## src/rtl/mem_copy_master_if.sv

```systemverilog
// ----------------------------------------------------------------------------
// mem_copy_master_if
//  Bus between the copy engine (master) and a single-port word RAM (slave).
//  The RAM returns read data combinationally while o_read is high and commits
//  a write on the rising edge where o_write is high. The strobes are exclusive.
//
//  o_addr   master->slave  word address
//  o_data   master->slave  write data
//  o_read   master->slave  read strobe
//  o_write  master->slave  write strobe
//  i_rdata  slave->master  read data (combinational)
// ----------------------------------------------------------------------------
interface mem_copy_master_if #(
   parameter int DATA_WIDTH = 32,
   parameter int ADDR_WIDTH = 32
);
   logic [ADDR_WIDTH-1:0] o_addr;
   logic [DATA_WIDTH-1:0] o_data;
   logic                  o_read;
   logic                  o_write;
   logic [DATA_WIDTH-1:0] i_rdata;

   modport master (
      output o_addr, o_data, o_read, o_write,
      input  i_rdata
   );

   modport slave (
      input  o_addr, o_data, o_read, o_write,
      output i_rdata
   );
endinterface

```

## src/rtl/mem_copy_master.sv

```systemverilog
// ----------------------------------------------------------------------------
// mem_copy_master
//  Small DMA engine that copies i_len words from i_src to i_dst over a
//  single-port RAM, one word per read/write cycle pair, strictly ascending.
//
//  i_clk, i_rst_n          clock, asynchronous active-low reset
//  i_start                 start request, honoured only when idle
//  i_abort                 stop request, honoured in READ/WRITE
//  i_src, i_dst, i_len     transfer operands, latched at start
//  bus (master)            RAM address/data/strobes and read data
//  o_busy                  high while a transfer (or its done cycle) is active
//  o_done                  one-cycle pulse on normal completion
//  o_count                 words written in the current/last transfer
// ----------------------------------------------------------------------------
module mem_copy_master #(
   parameter int DATA_WIDTH = 32,
   parameter int ADDR_WIDTH = 32,
   parameter int LEN_WIDTH  = 16
) (
   input  logic                  i_clk,
   input  logic                  i_rst_n,
   input  logic                  i_start,
   input  logic                  i_abort,
   input  logic [ADDR_WIDTH-1:0] i_src,
   input  logic [ADDR_WIDTH-1:0] i_dst,
   input  logic [LEN_WIDTH-1:0]  i_len,
   mem_copy_master_if.master     bus,
   output logic                  o_busy,
   output logic                  o_done,
   output logic [LEN_WIDTH-1:0]  o_count
);

   typedef enum logic [1:0] {
      S_IDLE  = 2'd0,
      S_READ  = 2'd1,
      S_WRITE = 2'd2,
      S_DONE  = 2'd3
   } state_t;

   state_t                state_q;
   logic [ADDR_WIDTH-1:0] src_q;
   logic [ADDR_WIDTH-1:0] dst_q;
   logic [LEN_WIDTH-1:0]  len_q;
   // Word index; it is also the count of words written, so it drives o_count.
   logic [LEN_WIDTH-1:0]  k_q;
   // Word captured in READ; it is presented as write data in WRITE and held in IDLE.
   logic [DATA_WIDTH-1:0] buf_q;
   logic [ADDR_WIDTH-1:0] addr_q;
   logic                  read_q;
   logic                  write_q;
   logic                  busy_q;
   logic                  done_q;

   // One bit wider than the index so k+1 < len can never wrap.
   logic [LEN_WIDTH:0]    k_nxt_d;
   logic                  more_d;
   logic [ADDR_WIDTH-1:0] rd_addr_d;
   logic [ADDR_WIDTH-1:0] wr_addr_d;

   always_comb begin
      k_nxt_d   = {1'b0, k_q} + {{LEN_WIDTH{1'b0}}, 1'b1};
      more_d    = k_nxt_d < {1'b0, len_q};
      // Address arithmetic wraps modulo 2^ADDR_WIDTH by truncation.
      rd_addr_d = src_q + ADDR_WIDTH'(k_nxt_d);
      wr_addr_d = dst_q + ADDR_WIDTH'(k_q);
   end

   // All outputs are registered and are set up one edge ahead for the state
   // being entered. Because of this, an asynchronous reset drops the strobes
   // at once, and o_addr/o_data keep their last value while idle.
   always_ff @(posedge i_clk or negedge i_rst_n) begin
      if (!i_rst_n) begin
         state_q <= S_IDLE;
         src_q   <= '0;
         dst_q   <= '0;
         len_q   <= '0;
         k_q     <= '0;
         buf_q   <= '0;
         addr_q  <= '0;
         read_q  <= 1'b0;
         write_q <= 1'b0;
         busy_q  <= 1'b0;
         done_q  <= 1'b0;
      end else begin
         done_q <= 1'b0;
         case (state_q)
            S_IDLE: begin
               // When start and abort arrive together, start wins: abort is not looked at here.
               if (i_start) begin
                  src_q  <= i_src;
                  dst_q  <= i_dst;
                  len_q  <= i_len;
                  k_q    <= '0;
                  busy_q <= 1'b1;
                  if (i_len != '0) begin
                     state_q <= S_READ;
                     read_q  <= 1'b1;
                     addr_q  <= i_src;
                  end else begin
                     state_q <= S_DONE;
                     done_q  <= 1'b1;
                  end
               end
            end
            S_READ: begin
               read_q <= 1'b0;
               if (i_abort) begin
                  state_q <= S_IDLE;
                  busy_q  <= 1'b0;
               end else begin
                  buf_q   <= bus.i_rdata;
                  write_q <= 1'b1;
                  addr_q  <= wr_addr_d;
                  state_q <= S_WRITE;
               end
            end
            S_WRITE: begin
               // The RAM commits on this edge regardless of abort, so the word counts.
               write_q <= 1'b0;
               k_q     <= k_nxt_d[LEN_WIDTH-1:0];
               if (i_abort) begin
                  state_q <= S_IDLE;
                  busy_q  <= 1'b0;
               end else if (more_d) begin
                  state_q <= S_READ;
                  read_q  <= 1'b1;
                  addr_q  <= rd_addr_d;
               end else begin
                  state_q <= S_DONE;
                  done_q  <= 1'b1;
               end
            end
            S_DONE: begin
               state_q <= S_IDLE;
               busy_q  <= 1'b0;
            end
            default: begin
               state_q <= S_IDLE;
               busy_q  <= 1'b0;
               read_q  <= 1'b0;
               write_q <= 1'b0;
            end
         endcase
      end
   end

   assign bus.o_addr  = addr_q;
   assign bus.o_data  = buf_q;
   assign bus.o_read  = read_q;
   assign bus.o_write = write_q;
   assign o_busy      = busy_q;
   assign o_done      = done_q;
   assign o_count     = k_q;

endmodule

```

## src/flat_wrapper.sv

```systemverilog
// flat-port wrapper written by rule: the top's interface ports become plain ports
module mem_copy_master_flat 
#(
   parameter int DATA_WIDTH = 32,
   parameter int ADDR_WIDTH = 32,
   parameter int LEN_WIDTH  = 16
)
  (i_clk, i_rst_n, i_start, i_abort, i_src, i_dst, i_len, o_busy, o_done, o_count, bus_o_addr, bus_o_data, bus_o_read, bus_o_write, bus_i_rdata);
  mem_copy_master_if #(.DATA_WIDTH(DATA_WIDTH), .ADDR_WIDTH(ADDR_WIDTH)) bus_i ();
  input  logic i_clk;
  input  logic i_rst_n;
  input  logic i_start;
  input  logic i_abort;
  input  logic [ADDR_WIDTH-1:0] i_src;
  input  logic [ADDR_WIDTH-1:0] i_dst;
  input  logic [LEN_WIDTH-1:0] i_len;
  output logic o_busy;
  output logic o_done;
  output logic [LEN_WIDTH-1:0] o_count;
  output wire logic [$bits(bus_i.o_addr)-1:0] bus_o_addr;
  output wire logic [$bits(bus_i.o_data)-1:0] bus_o_data;
  output wire logic [$bits(bus_i.o_read)-1:0] bus_o_read;
  output wire logic [$bits(bus_i.o_write)-1:0] bus_o_write;
  input wire logic [$bits(bus_i.i_rdata)-1:0] bus_i_rdata;
  assign bus_o_addr = bus_i.o_addr;
  assign bus_o_data = bus_i.o_data;
  assign bus_o_read = bus_i.o_read;
  assign bus_o_write = bus_i.o_write;
  assign bus_i.i_rdata = bus_i_rdata;
  mem_copy_master #(.DATA_WIDTH(DATA_WIDTH), .ADDR_WIDTH(ADDR_WIDTH), .LEN_WIDTH(LEN_WIDTH)) u_core (.i_clk(i_clk), .i_rst_n(i_rst_n), .i_start(i_start), .i_abort(i_abort), .i_src(i_src), .i_dst(i_dst), .i_len(i_len), .bus(bus_i), .o_busy(o_busy), .o_done(o_done), .o_count(o_count));
endmodule
```

## config.mk

```make
export PLATFORM = sky130hd
export DESIGN_NAME = mem_copy_master_flat
export DESIGN_NICKNAME = d
export VERILOG_FILES = /design/src/rtl/mem_copy_master_if.sv /design/src/rtl/mem_copy_master.sv /design/src/flat_wrapper.sv
export SDC_FILE = /design/constraint.sdc
export NUM_CORES = 1
export LEC_CHECK = 0
export ABC_AREA = 1
export CAP_MARGIN = 20
export CELL_PAD_IN_SITES_DETAIL_PLACEMENT = 1
export CELL_PAD_IN_SITES_GLOBAL_PLACEMENT = 2
export CORE_MARGIN = 2
export CORE_UTILIZATION = 31
export CTS_CLUSTER_SIZE = 24
export DETAILED_ROUTE_END_ITERATION = 10
export PLACE_DENSITY_LB_ADDON = 0.1
export SYNTH_ARGS = -nofsm -noshare
export SYNTH_HDL_FRONTEND = slang
export SYNTH_SLANG_ARGS = --single-unit
```

## constraint.sdc

```tcl
create_clock -name i_clk -period 5.1 [get_ports i_clk]
set_clock_uncertainty 0.05 [all_clocks]
set_input_delay 0.765 -clock i_clk [delete_from_list [all_inputs] [get_ports i_clk]]
set_output_delay 0.765 -clock i_clk [all_outputs]
set_load 0.02 [all_outputs]
```

## Word-level counts from Yosys, hierarchy flattened

Index checks and enable logic that the tools add are counted.

- Reductions and logical operators: 13
- Add/sub/neg operators: 3
- Bitwise logic cells: 1
- $lt $le $gt $ge: 1
- Equality and inequality tests: 9
- Mux-type cells: 29

Operator list:

| cell | number |
|---|---|
| $mux 32 | 5 |
| $pmux 32 s3 | 1 |
| $add 32x16->32 | 1 |
| $add 32x17->32 | 1 |
| $pmux 16 s2 | 1 |
| $add 16x1->17 const B | 1 |
| $lt 17x16->1 | 1 |
| $mux 16 | 1 |
| $reduce_bool 16->1 | 1 |
| $mux 1 | 11 |
| $mux 2 | 5 |
| $reduce_and 2->1 | 5 |
| $pmux 2 s4 | 1 |
| $ne 2x1->1 const B | 3 |
| $ne 2x2->1 const B | 3 |
| $pmux 1 s3 | 2 |
| $reduce_and 6->1 | 1 |
| $reduce_and 5->1 | 1 |
| $eq 2x2->1 const B | 2 |
| $pmux 1 s2 | 2 |
| $reduce_bool 2->1 | 2 |
| $reduce_bool 3->1 | 1 |
| $eq 2x1->1 const B | 1 |
| $logic_not 2->1 | 1 |
| other kinds (2) | 2 |

- Flip-flop bits (word level): 166
- Logic and storage cells: 67
- Input port bits: 116
- Output and inout port bits: 84

## Depth between registers and ports, before layout

Gate-level depths: netlist of run 1.

- Depth in word-level cells: 5
- Gate-level depth with buffers: 25
- Mapped depth without buffers: 25

## Worst setup path before layout of run 1

Ideal clock, no wire load.

- Kind: register to register
- From: reg u_core.k_q[1], in the netlist u_core.o_count[1]
- To: reg u_core.addr_q[23], in the netlist u_core.bus.o_addr[23]
- Setup slack: 2030 ps
- Required time: 4932 ps
- Buffers on the path: 2
- Period minus slack after synthesis: 3070 ps
- Cell stages (with the launch flop): 20
- Arrival time: 2902 ps
- Cells stage by stage: dfrtp_1 ha_1 nand2_2 nor2_4 nand4_1 nor3_1 xor2_1 inv_1 ha_1 a21o_1 a21oi_1 nand2_1 nor2_1 nand2_2 nand2_4 nand3_4 buf_8 buf_8 nor2_2 a21oi_2

- Cells in the longest elaborated chain, start to end: 5
- Elaborated cells on any way between the ends: 10
- Classes of those cells: 3 x add/sub; 1 x order compare; 1 x eq/ne; 4 x mux; 1 x reduce/logical

RTL lines:

| what | RTL line | RTL |
|---|---|---|
| start, declared | mem_copy_master.sv:45 | `logic [LEN_WIDTH-1:0] k_q;` |
| start signal, assigned | mem_copy_master.sv:120 | `k_q <= k_nxt_d[LEN_WIDTH-1:0];` |
| $add 16x1->17 | mem_copy_master.sv:61 | `k_nxt_d = {1'b0, k_q} + {{LEN_WIDTH{1'b0}}, 1'b1};` |
| $add 32x17->32 | mem_copy_master.sv:64 | `rd_addr_d = src_q + ADDR_WIDTH'(k_nxt_d);` |
| $mux 32 | mem_copy_master.sv:124 | `end else if (more_d) begin` |
| $mux 32 | mem_copy_master.sv:121 | `if (i_abort) begin` |
| $pmux 32 s3 | mem_copy_master.sv:86 | `case (state_q)` |
| end signal, assigned | mem_copy_master.sv:98 | `addr_q <= i_src;` |
| end signal, assigned | mem_copy_master.sv:113 | `addr_q <= wr_addr_d;` |
| end signal, assigned | mem_copy_master.sv:127 | `addr_q <= rd_addr_d;` |
| end, declared | mem_copy_master.sv:48 | `logic [ADDR_WIDTH-1:0] addr_q;` |

Parallel ways exist; a longest one is shown, timed or not. The select of a mux whose other input is x is not followed.
A chain may end at the register's enable or synchronous reset.

## Worst setup path in the final report of run 1

- From: reg u_core.k_q[1], in the netlist u_core.o_count[1]
- To: reg u_core.addr_q[6], in the netlist u_core.bus.o_addr[6]

The elaborated chain is that of the path after synthesis.

==> flow_summary.html, run 1 <==
<table>
<tr><th>Metric</th><th>Value</th></tr>
<tr><th colspan="2">Outcome</th></tr>
<tr><td>Outcome</td><td>completed</td></tr>
<tr><th colspan="2">Yosys</th></tr>
<tr><td>Top-area cell type share of the netlist area</td><td>between 30% and 40%</td></tr>
<tr><td>Post-Syn Instances</td><td>1695</td></tr>
<tr><td>Register bit count reported by yosys</td><td>166</td></tr>
<tr><td>Net count after synthesis</td><td>1866</td></tr>
<tr><td>Area of the mapped netlist</td><td>roughly 11000 µm²</td></tr>
<tr><td>Avg Synthesized Cell Area</td><td>6.58 µm²</td></tr>
<tr><td>Portion of the post-synthesis area used by sequential elements</td><td>37.2%</td></tr>
<tr><td>Distinct cell type count after synthesis</td><td>47</td></tr>
<tr><td>Leading post-synthesis cells by cell area</td><td>sky130_fd_sc_hd__dfrtp_1 37%, sky130_fd_sc_hd__nand2_1 23%, sky130_fd_sc_hd__inv_1 8.4%</td></tr>
<tr><td>Cell accounting for the most synthesized area</td><td>sky130_fd_sc_hd__dfrtp_1</td></tr>
<tr><td>Synthesis Warnings</td><td>0</td></tr>
<tr><th colspan="2">Worst setup path</th></tr>
<tr><td>Worst-path maximum fanout</td><td>49</td></tr>
<tr><td>Startpoint kind of the worst setup timing path</td><td>flip-flop</td></tr>
<tr><td>Required time at the worst-slack endpoint</td><td>5440 ps</td></tr>
<tr><td>Worst path arrival time</td><td>4220 ps</td></tr>
<tr><td>Register-to-Register Path Depth</td><td>18</td></tr>
<tr><td>Critical Path Sink Type</td><td>flip-flop</td></tr>
<tr><td>Type of the worst setup path</td><td>flip-flop to flip-flop</td></tr>
<tr><th colspan="2">CTS</th></tr>
<tr><td>Post-CTS resize count</td><td>0</td></tr>
<tr><td>Maximum root-to-sink buffer count</td><td>2</td></tr>
<tr><td>Clock buffer count from CTS</td><td>17</td></tr>
<tr><td>TritonCTS clock tree</td><td>built</td></tr>
<tr><td>Number of setup buffers added after CTS</td><td>0</td></tr>
<tr><td>Clock Latency Late Sink</td><td>460 ps</td></tr>
<tr><td>Clock tree root driver cell</td><td>sky130_fd_sc_hd__clkbuf_16</td></tr>
<tr><td>Clock-pin slew of the registers on the worst-case setup and hold paths</td><td>70 ps</td></tr>
<tr><td>Total number of H-tree levels</td><td>4</td></tr>
<tr><td>Cts-stage hold buffer count</td><td>0</td></tr>
<tr><td>TritonCTS Sinks</td><td>166</td></tr>
<tr><th colspan="2">Power and ir drop</th></tr>
<tr><td>Highest ir drop seen on vdd</td><td>362 µV</td></tr>
<tr><td>Power density over cell area</td><td>roughly 540 nW/µm²</td></tr>
<tr><td>Leakage Power</td><td>0.00746 µW</td></tr>
<tr><th colspan="2">Routing</th></tr>
<tr><td>Avg Vias per Cell</td><td>4.78</td></tr>
<tr><td>Number of DRC violations after detailed-routing iteration 0</td><td>636</td></tr>
<tr><td>Via count</td><td>11253</td></tr>
<tr><td>First-pass detailed-route iteration total</td><td>4</td></tr>
<tr><td>DRT Wirelength</td><td>41000 µm</td></tr>
<tr><td>Post-route DRC violation count</td><td>0</td></tr>
<tr><td>Routed wirelength normalized by instance count</td><td>17.4 µm</td></tr>
<tr><td>DRT antenna net count</td><td>0</td></tr>
<tr><th colspan="2">Finish</th></tr>
<tr><td>Fraction of layout cells with a size suffix above 1</td><td>3.91%</td></tr>
<tr><td>Total non-filler cell area in the finished layout</td><td>14200 µm²</td></tr>
<tr><td>Final antenna diode count</td><td>0</td></tr>
<tr><td>Layout-stage area growth over the synthesis result</td><td>27.0%</td></tr>
<tr><td>Nets</td><td>about 2000</td></tr>
<tr><th colspan="2">Global routing</th></tr>
<tr><td>Pin count of the biggest net entering global routing</td><td>140</td></tr>
<tr><td>Grt ovf</td><td>0</td></tr>
<tr><td>First-pass GRT wire length</td><td>66200 µm</td></tr>
<tr><td>Vias in the first global route</td><td>11823</td></tr>
<tr><td>Initial antenna violation count</td><td>0</td></tr>
<tr><td>GR Util All Layers</td><td>22.4%</td></tr>
<tr><th colspan="2">Flow run</th></tr>
<tr><td>Count of max-cap constraint violations</td><td>0</td></tr>
<tr><th colspan="2">Floorplanning</th></tr>
<tr><td>Effective utilization at floorplan</td><td>31.4%</td></tr>
<tr><td>Height of the die</td><td>194 µm</td></tr>
<tr><td>Die Wd</td><td>~190 µm</td></tr>
<tr><td>Die Area</td><td>37500 µm²</td></tr>
<tr><td>Ports placed on the boundary</td><td>200</td></tr>
<tr><td>Core Rows</td><td>69</td></tr>
<tr><td>Core Box Area</td><td>35500 µm²</td></tr>
<tr><th colspan="2">Placed design</th></tr>
<tr><td>Placed cell area</td><td>~14000 µm²</td></tr>
<tr><td>Final estimated routing congestion in global placement</td><td>about 0.87</td></tr>
<tr><td>Quantity of I/O buffers inserted on ports</td><td>just under 200</td></tr>
<tr><td>Pre-CTS setup slack</td><td>1180 ps</td></tr>
<tr><td>Post-detailed-placement half-perimeter wirelength</td><td>around 32000 µm</td></tr>
<tr><th colspan="2">STA</th></tr>
<tr><td>Max-slew violation total from the final report</td><td>0</td></tr>
<tr><td>Slew at the pin closest to its max-slew limit</td><td>937 ps</td></tr>
<tr><td>Endpoints failing setup</td><td>0</td></tr>
<tr><td>Max Fclk</td><td>258 MHz</td></tr>
<tr><td>Fraction of the cycle the final worst path needs</td><td>76.0%</td></tr>
<tr><td>Final worst-path setup slack</td><td>1220 ps</td></tr>
<tr><td>Worst slew margin relative to its limit</td><td>37.5%</td></tr>
<tr><td>Unrepaired setup endpoints after global routing</td><td>no</td></tr>
<tr><td>Post-layout min period</td><td>3880 ps</td></tr>
<tr><td>Number of endpoints with negative hold slack in the final report</td><td>0</td></tr>
<tr><td>Final-layout setup total negative slack</td><td>0 ps</td></tr>
<tr><th colspan="2">Min path</th></tr>
<tr><td>Class of the worst hold path</td><td>input pin to async pin</td></tr>
</table>
-- synthesized netlist by cell type (all sizes together) --
master	instances
ha	53
nand3	98
inv	252
nand2b	3
a21boi	13
and3	1
a31oi	1
o31ai	1
or2	10
a21oi	45
a22o	1
nor2	118
clkbuf	31
nor3	20
a21o	1
clkinv	2
nand3b	8
o22ai	8
o21a	1
xor2	8
xnor2	3
o21ai	103
nand4	20
nor3b	1
o21bai	2
nand2	702
buf	11
o221ai	1
dfrtp	166
o211ai	6
fa	2
and2	3
-- metrics by stage --
step | hold WS (ps) | total power (µW) | std cells | util (%)
final | 125 | 7600 | 2353 | 39.9
after global routing | 126 | 8300 | 2353 | 39.9
after CTS | 120 | 7710 | 2353 | 39.9
after detailed placement | 411 | 6380 | 2322 | 38.4
after global placement | 403 | 6290 | 2322 | 38.4
after floorplan | 403 | 4740 | 1695 | -
-- worst paths after layout --
kind,end,startpoint,slack [ps]
setup / recovery,u_core.bus.o_addr[6],u_core.o_count[1],1220
hold / removal,u_core.dst_q[4],i_rst_n,120
setup reg to reg,u_core.bus.o_addr[6],u_core.o_count[1],1220
hold reg to reg,u_core.bus.o_data[23],u_core.bus.o_data[23],420
max in group asynchronous,u_core.dst_q[19],i_rst_n,3730
min in group i_clk,u_core.bus.o_data[23],u_core.bus.o_data[23],420
-- critical path: stages (launching register included) --
cell                      delay [ps]
sky130_fd_sc_hd__dfrtp_1         460
sky130_fd_sc_hd__ha_1            240
sky130_fd_sc_hd__nand2_2          80
sky130_fd_sc_hd__nor2_4          140
sky130_fd_sc_hd__nand4_1         180
sky130_fd_sc_hd__nor3_1          230
sky130_fd_sc_hd__xor2_1          210
sky130_fd_sc_hd__inv_1           110
sky130_fd_sc_hd__ha_1            300
sky130_fd_sc_hd__a21o_1          170
sky130_fd_sc_hd__a21oi_1         120
sky130_fd_sc_hd__nand2_1          60
sky130_fd_sc_hd__nor2_1          130
sky130_fd_sc_hd__nand2_2          90
sky130_fd_sc_hd__nand2_4         100
sky130_fd_sc_hd__nand3_4         440
sky130_fd_sc_hd__inv_2           450
sky130_fd_sc_hd__o21ai_0         160
sky130_fd_sc_hd__nand2_1          90
-- metal layers --
layer / vias to the layer above / part of all wire [%] / GRT usage (%)
met5: - / 0 / 0
met3: 15 / 4.7 / 5.03
met1: 5412 / 49 / 31.2
li1: 5631 / - / -
met4: 0 / 0.81 / 3.62
met2: 195 / 45 / 36.1
-- layout by cell type (no fill, tap or decap), types with 4 or more instances in the layout --
| cell | Yosys | final |
|---|---|---|
| sky130_fd_sc_hd__inv_1 | 249 | 249 |
| sky130_fd_sc_hd__ha_1 | 53 | 52 |
| sky130_fd_sc_hd__o21ai_0 | 101 | 101 |
| sky130_fd_sc_hd__a21boi_1 | 13 | 13 |
| sky130_fd_sc_hd__nor2_1 | 113 | 112 |
| sky130_fd_sc_hd__dfrtp_1 | 166 | 166 |
| sky130_fd_sc_hd__clkinv_2 | 0 | 4 |
| sky130_fd_sc_hd__clkdlybuf4s50_1 | 0 | 198 |
| sky130_fd_sc_hd__o22ai_1 | 8 | 8 |
| sky130_fd_sc_hd__inv_6 | 0 | 4 |
| sky130_fd_sc_hd__buf_4 | 3 | 8 |
| sky130_fd_sc_hd__nor3_1 | 14 | 14 |
| sky130_fd_sc_hd__clkbuf_16 | 0 | 17 |
| sky130_fd_sc_hd__a21oi_1 | 43 | 43 |
| sky130_fd_sc_hd__nand2_1 | 697 | 696 |
| sky130_fd_sc_hd__nand2_2 | 4 | 5 |
| sky130_fd_sc_hd__o211ai_1 | 6 | 6 |
| sky130_fd_sc_hd__nand3_1 | 97 | 97 |
| sky130_fd_sc_hd__nand4_1 | 20 | 20 |
| sky130_fd_sc_hd__nor2_2 | 4 | 5 |
| sky130_fd_sc_hd__or2_2 | 8 | 8 |
| sky130_fd_sc_hd__xor2_1 | 8 | 8 |
| sky130_fd_sc_hd__nor3_2 | 5 | 5 |
| sky130_fd_sc_hd__nand3b_1 | 8 | 8 |
-- report_power, final --
part           internal (µW)  leakage, µW  switching, µW
Combinational           1400      0.00513           2540
Clock                    675     0.000268            602
Sequential              1910      0.00207            475
Total                   3980      0.00746           3610
-- area by class of cell --
type / instances / area [µm²]
Clock buffer: 17 / 425
Fill cell: 4568 / 21300
Clock inverter: 14 / 128
Inverter: 254 / 953
Sequential cell: 166 / 4150
Multi-Input combinational cell: 1233 / 5860
Timing Repair Buffer: 208 / 2070
Tap cell: 461 / 577
-- flip-flops by register name, indices dropped and copies added (netlist names) --
signal              count
u_core.bus.o_addr      32
u_core.bus.o_data      32
u_core.dst_q           32
u_core.src_q           32
u_core.len_q           16
u_core.o_count         16
u_core.state_q          2
u_core.bus.o_read       1
u_core.bus.o_write      1
u_core.o_busy           1
u_core.o_done           1
-- kinds of logic (layout without fill, tap and decap cells) --
family | after synthesis | after routing | synth area share, %
compound gates | 183 | 183 | 8.98
simple gates | 984 | 984 | 36.3
xor+xnor | 11 | 11 | 0.864
fa+ha+maj | 55 | 55 | 6.30
flops | 166 | 166 | 37.2
buf+inv | 296 | 493 | 10.3
No activity file was read; power rests on OpenSTA's default activity.
==> inputs of run 2 (changes only) <==
--- a/config.mk
+++ b/config.mk
@@ -10,7 +10,7 @@
 export CELL_PAD_IN_SITES_DETAIL_PLACEMENT = 1
 export CELL_PAD_IN_SITES_GLOBAL_PLACEMENT = 2
 export CORE_MARGIN = 2
-export CORE_UTILIZATION = 31
+export CORE_UTILIZATION = 26
 export CTS_CLUSTER_SIZE = 24
 export DETAILED_ROUTE_END_ITERATION = 10
 export PLACE_DENSITY_LB_ADDON = 0.1
==> constraint.sdc (replaced) <==
create_clock -name i_clk -period 3.2 [get_ports i_clk]
set_clock_uncertainty 0.05 [all_clocks]
set_input_delay 0.48 -clock i_clk [delete_from_list [all_inputs] [get_ports i_clk]]
set_output_delay 0.48 -clock i_clk [all_outputs]
set_load 0.02 [all_outputs]
==> run 2 against run 1 <==
Sequential cell count unchanged. First-iteration DRC count down 19%. Clock power grew 57%. Clock-buffer cell count grew 5. Hold slack improved by 300 ps. Critical path type unchanged. Non-clock buffer count is 78 higher. The flow now finishes with violations (negative setup slack). Combinational power up 88%. Worst setup slack got worse by 1300 ps. Via count grew 2.0%. Power is 74% higher. Core utilization fell by 3.8 points.
==> flow_summary.html, run 2 (same netlist as run 1, synthesis figures left out) <==
<table>
<tr><th>Metric</th><th>Value</th></tr>
<tr><th colspan="2">Routing</th></tr>
<tr><td>DRT Wirelength</td><td>45400 µm (was 41000 µm)</td></tr>
<tr><td>First-pass detailed-route iteration total</td><td>5 (was 4)</td></tr>
<tr><td>Number of DRC violations after detailed-routing iteration 0</td><td>518 (was 636)</td></tr>
<tr><td>DRT antenna net count</td><td>0 (unchanged)</td></tr>
<tr><td>Post-route DRC violation count</td><td>0 (unchanged)</td></tr>
<tr><td>Routed wirelength normalized by instance count</td><td>18.1 µm (was 17.4 µm)</td></tr>
<tr><td>Via count</td><td>11474 (was 11253)</td></tr>
<tr><td>Avg Vias per Cell</td><td>4.57 (was 4.78)</td></tr>
<tr><th colspan="2">Placed design</th></tr>
<tr><td>Pre-CTS setup slack</td><td>-117 ps (was 1180 ps)</td></tr>
<tr><td>Post-detailed-placement half-perimeter wirelength</td><td>35200 µm (was 32100 µm)</td></tr>
<tr><td>Final estimated routing congestion in global placement</td><td>0.874 (about the same)</td></tr>
<tr><td>Post-placement cell count</td><td>2462 (was 2322)</td></tr>
<tr><td>Quantity of I/O buffers inserted on ports</td><td>199 (unchanged)</td></tr>
<tr><th colspan="2">Min path</th></tr>
<tr><td>Cells on Worst Hold Path</td><td>2</td></tr>
<tr><td>Worst Hold Path EP</td><td>u_core.bus.o_data[12]</td></tr>
<tr><td>Worst Hold Launch</td><td>u_core.bus.o_data[12]</td></tr>
<tr><td>Class of the worst hold path</td><td>flip-flop to flip-flop (was input pin to async pin)</td></tr>
<tr><th colspan="2">STA</th></tr>
<tr><td>Unrepaired setup endpoints after global routing</td><td>yes (was no)</td></tr>
<tr><td>Post-layout min period</td><td>3230 ps (was 3880 ps)</td></tr>
<tr><td>Fraction of the cycle the final worst path needs</td><td>101% (was 76.0%)</td></tr>
<tr><td>Worst slew margin relative to its limit</td><td>52.9% (was 37.5%)</td></tr>
<tr><td>Slew at the pin closest to its max-slew limit</td><td>705 ps (was 937 ps)</td></tr>
<tr><td>Number of endpoints with negative hold slack in the final report</td><td>0 (unchanged)</td></tr>
<tr><td>Max-slew violation total from the final report</td><td>0 (unchanged)</td></tr>
<tr><td>Final worst-path setup slack</td><td>-31.1 ps (was 1220 ps)</td></tr>
<tr><td>Endpoints failing setup</td><td>10 (was 0)</td></tr>
<tr><td>Final-layout setup total negative slack</td><td>-129 ps (was 0 ps)</td></tr>
<tr><td>Max Fclk</td><td>309 MHz (was 258 MHz)</td></tr>
<tr><th colspan="2">Floorplanning</th></tr>
<tr><td>Ports placed on the boundary</td><td>200 (unchanged)</td></tr>
<tr><td>Die Wd</td><td>211 µm (was 194 µm)</td></tr>
<tr><td>Die Area</td><td>44600 µm² (was 37500 µm²)</td></tr>
<tr><td>Core Rows</td><td>75 (was 69)</td></tr>
<tr><td>Effective utilization at floorplan</td><td>26.5% (was 31.4%)</td></tr>
<tr><td>Core Box Area</td><td>42100 µm² (was 35500 µm²)</td></tr>
<tr><td>Height of the die</td><td>211 µm (was 194 µm)</td></tr>
<tr><th colspan="2">Finish</th></tr>
<tr><td>Fraction of layout cells with a size suffix above 1</td><td>10.3% (was 3.91%)</td></tr>
<tr><td>Most common cell after layout, fill and taps aside</td><td>sky130_fd_sc_hd__nand2_1 (unchanged)</td></tr>
<tr><td>Fill cell count</td><td>5306 (was 4568)</td></tr>
<tr><td>Layout-stage area growth over the synthesis result</td><td>36.5% (was 27.0%)</td></tr>
<tr><td>Leading cell types in the layout, fill and taps excluded</td><td>683 x sky130_fd_sc_hd__nand2_1, 246 x sky130_fd_sc_hd__inv_1, 198 x sky130_fd_sc_hd__clkdlybuf4s50_1, 166 x sky130_fd_sc_hd__dfrtp_1 (was 696 x sky130_fd_sc_hd__nand2_1, 249 x sky130_fd_sc_hd__inv_1, 198 x sky130_fd_sc_hd__clkdlybuf4s50_1, 166 x sky130_fd_sc_hd__dfrtp_1, 112 x sky130_fd_sc_hd__nor2_1)</td></tr>
<tr><td>Nets</td><td>2129 (was 2051)</td></tr>
<tr><td>Final antenna diode count</td><td>0 (unchanged)</td></tr>
<tr><td>Fin util</td><td>36.1% (was 39.9%)</td></tr>
<tr><td>Final cell count without fillers</td><td>2508 (was 2353)</td></tr>
<tr><th colspan="2">Power and ir drop</th></tr>
<tr><td>Power density over cell area</td><td>867 nW/µm² (was 536 nW/µm²)</td></tr>
<tr><td>Leakage Power</td><td>0.00789 µW (was 0.00746 µW)</td></tr>
<tr><td>Highest ir drop seen on vdd</td><td>508 µV (was 362 µV)</td></tr>
<tr><td>Post-route total power</td><td>13200 µW (was 7600 µW)</td></tr>
<tr><th colspan="2">Global routing</th></tr>
<tr><td>Vias in the first global route</td><td>12141 (was 11823)</td></tr>
<tr><td>Pin count of the biggest net entering global routing</td><td>57 (was 140)</td></tr>
<tr><td>GR Util All Layers</td><td>20.5% (was 22.4%)</td></tr>
<tr><td>First-pass GRT wire length</td><td>69700 µm (was 66200 µm)</td></tr>
<tr><td>Grt ovf</td><td>0 (unchanged)</td></tr>
<tr><td>Initial antenna violation count</td><td>1 (was 0)</td></tr>
<tr><th colspan="2">Worst setup path</th></tr>
<tr><td>Worst reg-to-reg setup slack</td><td>-30 ps (was 1220 ps)</td></tr>
<tr><td>End of the worst register-to-register path</td><td>u_core.bus.o_addr[19] (was u_core.bus.o_addr[6])</td></tr>
<tr><td>Startpoint of the worst-slack reg-to-reg timing path</td><td>u_core.o_count[1] (unchanged)</td></tr>
<tr><td>Critical Path Sink Type</td><td>flip-flop (unchanged)</td></tr>
<tr><td>Register-to-Register Path Depth</td><td>19 (was 18)</td></tr>
<tr><td>Worst path arrival time</td><td>3560 ps (was 4220 ps)</td></tr>
<tr><td>Slowest stage cell, crit path</td><td>sky130_fd_sc_hd__dfrtp_1 (unchanged)</td></tr>
<tr><td>Startpoint kind of the worst setup timing path</td><td>flip-flop (unchanged)</td></tr>
<tr><td>Crit path largest cell delay</td><td>400 ps (was 460 ps)</td></tr>
<tr><td>Family with the most delay on the worst path</td><td>simple AND/OR/NAND/NOR gates (unchanged)</td></tr>
<tr><td>Worst-path maximum fanout</td><td>6 (was 49)</td></tr>
<tr><td>Type of the worst setup path</td><td>flip-flop to flip-flop (unchanged)</td></tr>
<tr><td>Required time at the worst-slack endpoint</td><td>3530 ps (was 5440 ps)</td></tr>
<tr><td>Worst-path cell chain</td><td>ha_2, nand2_2, nor2_4, nand4_1, nor3_2, xor2_1, inv_2, ha_4, a21o_1, a21oi_2, nand2_1, nor2_2, nand2_2, nand2_4, nand3_4, buf_12, clkbuf_16, nand2_1, a21boi_1 (was ha_1, nand2_2, nor2_4, nand4_1, nor3_1, xor2_1, inv_1, ha_1, a21o_1, a21oi_1, nand2_1, nor2_1, nand2_2, nand2_4, nand3_4, inv_2, o21ai_0, nand2_1)</td></tr>
<tr><td>Worst path bufs/invs</td><td>3 (was 2)</td></tr>
<tr><th colspan="2">CTS</th></tr>
<tr><td>Maximum root-to-sink buffer count</td><td>2 (unchanged)</td></tr>
<tr><td>TritonCTS Sinks</td><td>166 (unchanged)</td></tr>
<tr><td>Clock-pin slew of the registers on the worst-case setup and hold paths</td><td>70 ps (about the same)</td></tr>
<tr><td>TritonCTS clock tree</td><td>built (unchanged)</td></tr>
<tr><td>Total number of H-tree levels</td><td>4 (unchanged)</td></tr>
<tr><td>Clock tree root driver cell</td><td>sky130_fd_sc_hd__clkbuf_16 (unchanged)</td></tr>
<tr><td>Clock buffer count from CTS</td><td>17 (unchanged)</td></tr>
<tr><td>Clock Latency Late Sink</td><td>460 ps (about the same)</td></tr>
<tr><th colspan="2">Outcome</th></tr>
<tr><td>Outcome</td><td>complete, but fails checks (was completed)</td></tr>
<tr><td>Violated checks</td><td>negative setup slack</td></tr>
<tr><th colspan="2">Flow run</th></tr>
<tr><td>Count of max-cap constraint violations</td><td>0 (unchanged)</td></tr>
</table>
==> run 2: cell types whose count changed in the layout (fill, tap and decap cells not counted), sizes merged <==
cell / change
buf: +74
clkinv: -2
clkbuf: +8
dlygate4sd3: +1
inv: -3
bufinv: -1
==> run 2: repair_timing <==
item / in CTS / in global routing
hold buffers: 1 / 0
gates resized for setup: 7 / 62
buffers inserted: 2 / 7
endpoints found under the setup margin: 25 / 35
cloned: 0 / 6
pin swaps: 0 / 14
hold endpoints to repair: 45 / 0
==> run 2: worst reg2reg max path: stages, from the launching register on <==
cell                        delay (ps)
sky130_fd_sc_hd__dfrtp_1           400
sky130_fd_sc_hd__ha_2              220
sky130_fd_sc_hd__nand2_2            70
sky130_fd_sc_hd__nor2_4            130
sky130_fd_sc_hd__nand4_1           180
sky130_fd_sc_hd__nor3_2            240
sky130_fd_sc_hd__xor2_1            250
sky130_fd_sc_hd__inv_2             110
sky130_fd_sc_hd__ha_4              220
sky130_fd_sc_hd__a21o_1            160
sky130_fd_sc_hd__a21oi_2           120
sky130_fd_sc_hd__nand2_1            70
sky130_fd_sc_hd__nor2_2            120
sky130_fd_sc_hd__nand2_2           110
sky130_fd_sc_hd__nand2_4            80
sky130_fd_sc_hd__nand3_4            80
sky130_fd_sc_hd__buf_12            160
sky130_fd_sc_hd__clkbuf_16         180
sky130_fd_sc_hd__nand2_1            60
sky130_fd_sc_hd__a21boi_1          160
==> run 2: area by class of cell <==
| cell class | count | area (µm²) | area share [%] |
|---|---|---|---|
| multi-input combinational | 1233 | 6120 | 40.2 |
| sequential | 166 | 4150 | 27.3 |
| timing repair buffer | 286 | 2770 | 18.2 |
| inverter | 254 | 958 | 6.30 |
| tap | 539 | 674 | 4.43 |
| clock buffer | 22 | 484 | 3.18 |
| clock inverter | 8 | 66.3 | 0.436 |
==> run 2: routing by layer <==
metal	GRT usage (%)	vias to the layer above	wire [µm]
met1	28.5	5477	22300
met5	0	-	0
met4	3.18	0	313
met3	4.83	19	2220
li1	-	5786	-
met2	32.8	192	20600
==> run 2: where the power goes <==
| part | internal [µW] | switching [µW] | total (µW) |
|---|---|---|---|
| Sequential | 3040 | 760 | 3800 |
| Clock | 1080 | 935 | 2010 |
| Combinational | 2850 | 4540 | 7390 |
| Total | 6960 | 6240 | 13200 |
==> run 2: worst max-delay path by stage <==
stage | startpoint | end | slack [ps] | cells past startpoint
after global routing | u_core.o_count[1] | u_core.bus.o_addr[4] | -250 | 19
after CTS | u_core.o_count[1] | u_core.bus.o_addr[14] | -40 | 23
final | u_core.o_count[1] | u_core.bus.o_addr[19] | -30 | 19
after floorplan | u_core.o_count[1] | u_core.bus.o_addr[23] | 130 | 19
after detailed placement | u_core.o_count[1] | u_core.bus.o_addr[28] | -120 | 18
after global placement | u_core.o_count[1] | u_core.bus.o_addr[28] | -70 | 18
==> run 2: through the flow <==
stage,cell area [µm²],hold WS (ps)
final,15200,423
after floorplan,11200,134
after global placement,14200,402
after CTS,14800,428
after detailed placement,14200,412
after global routing,15200,449
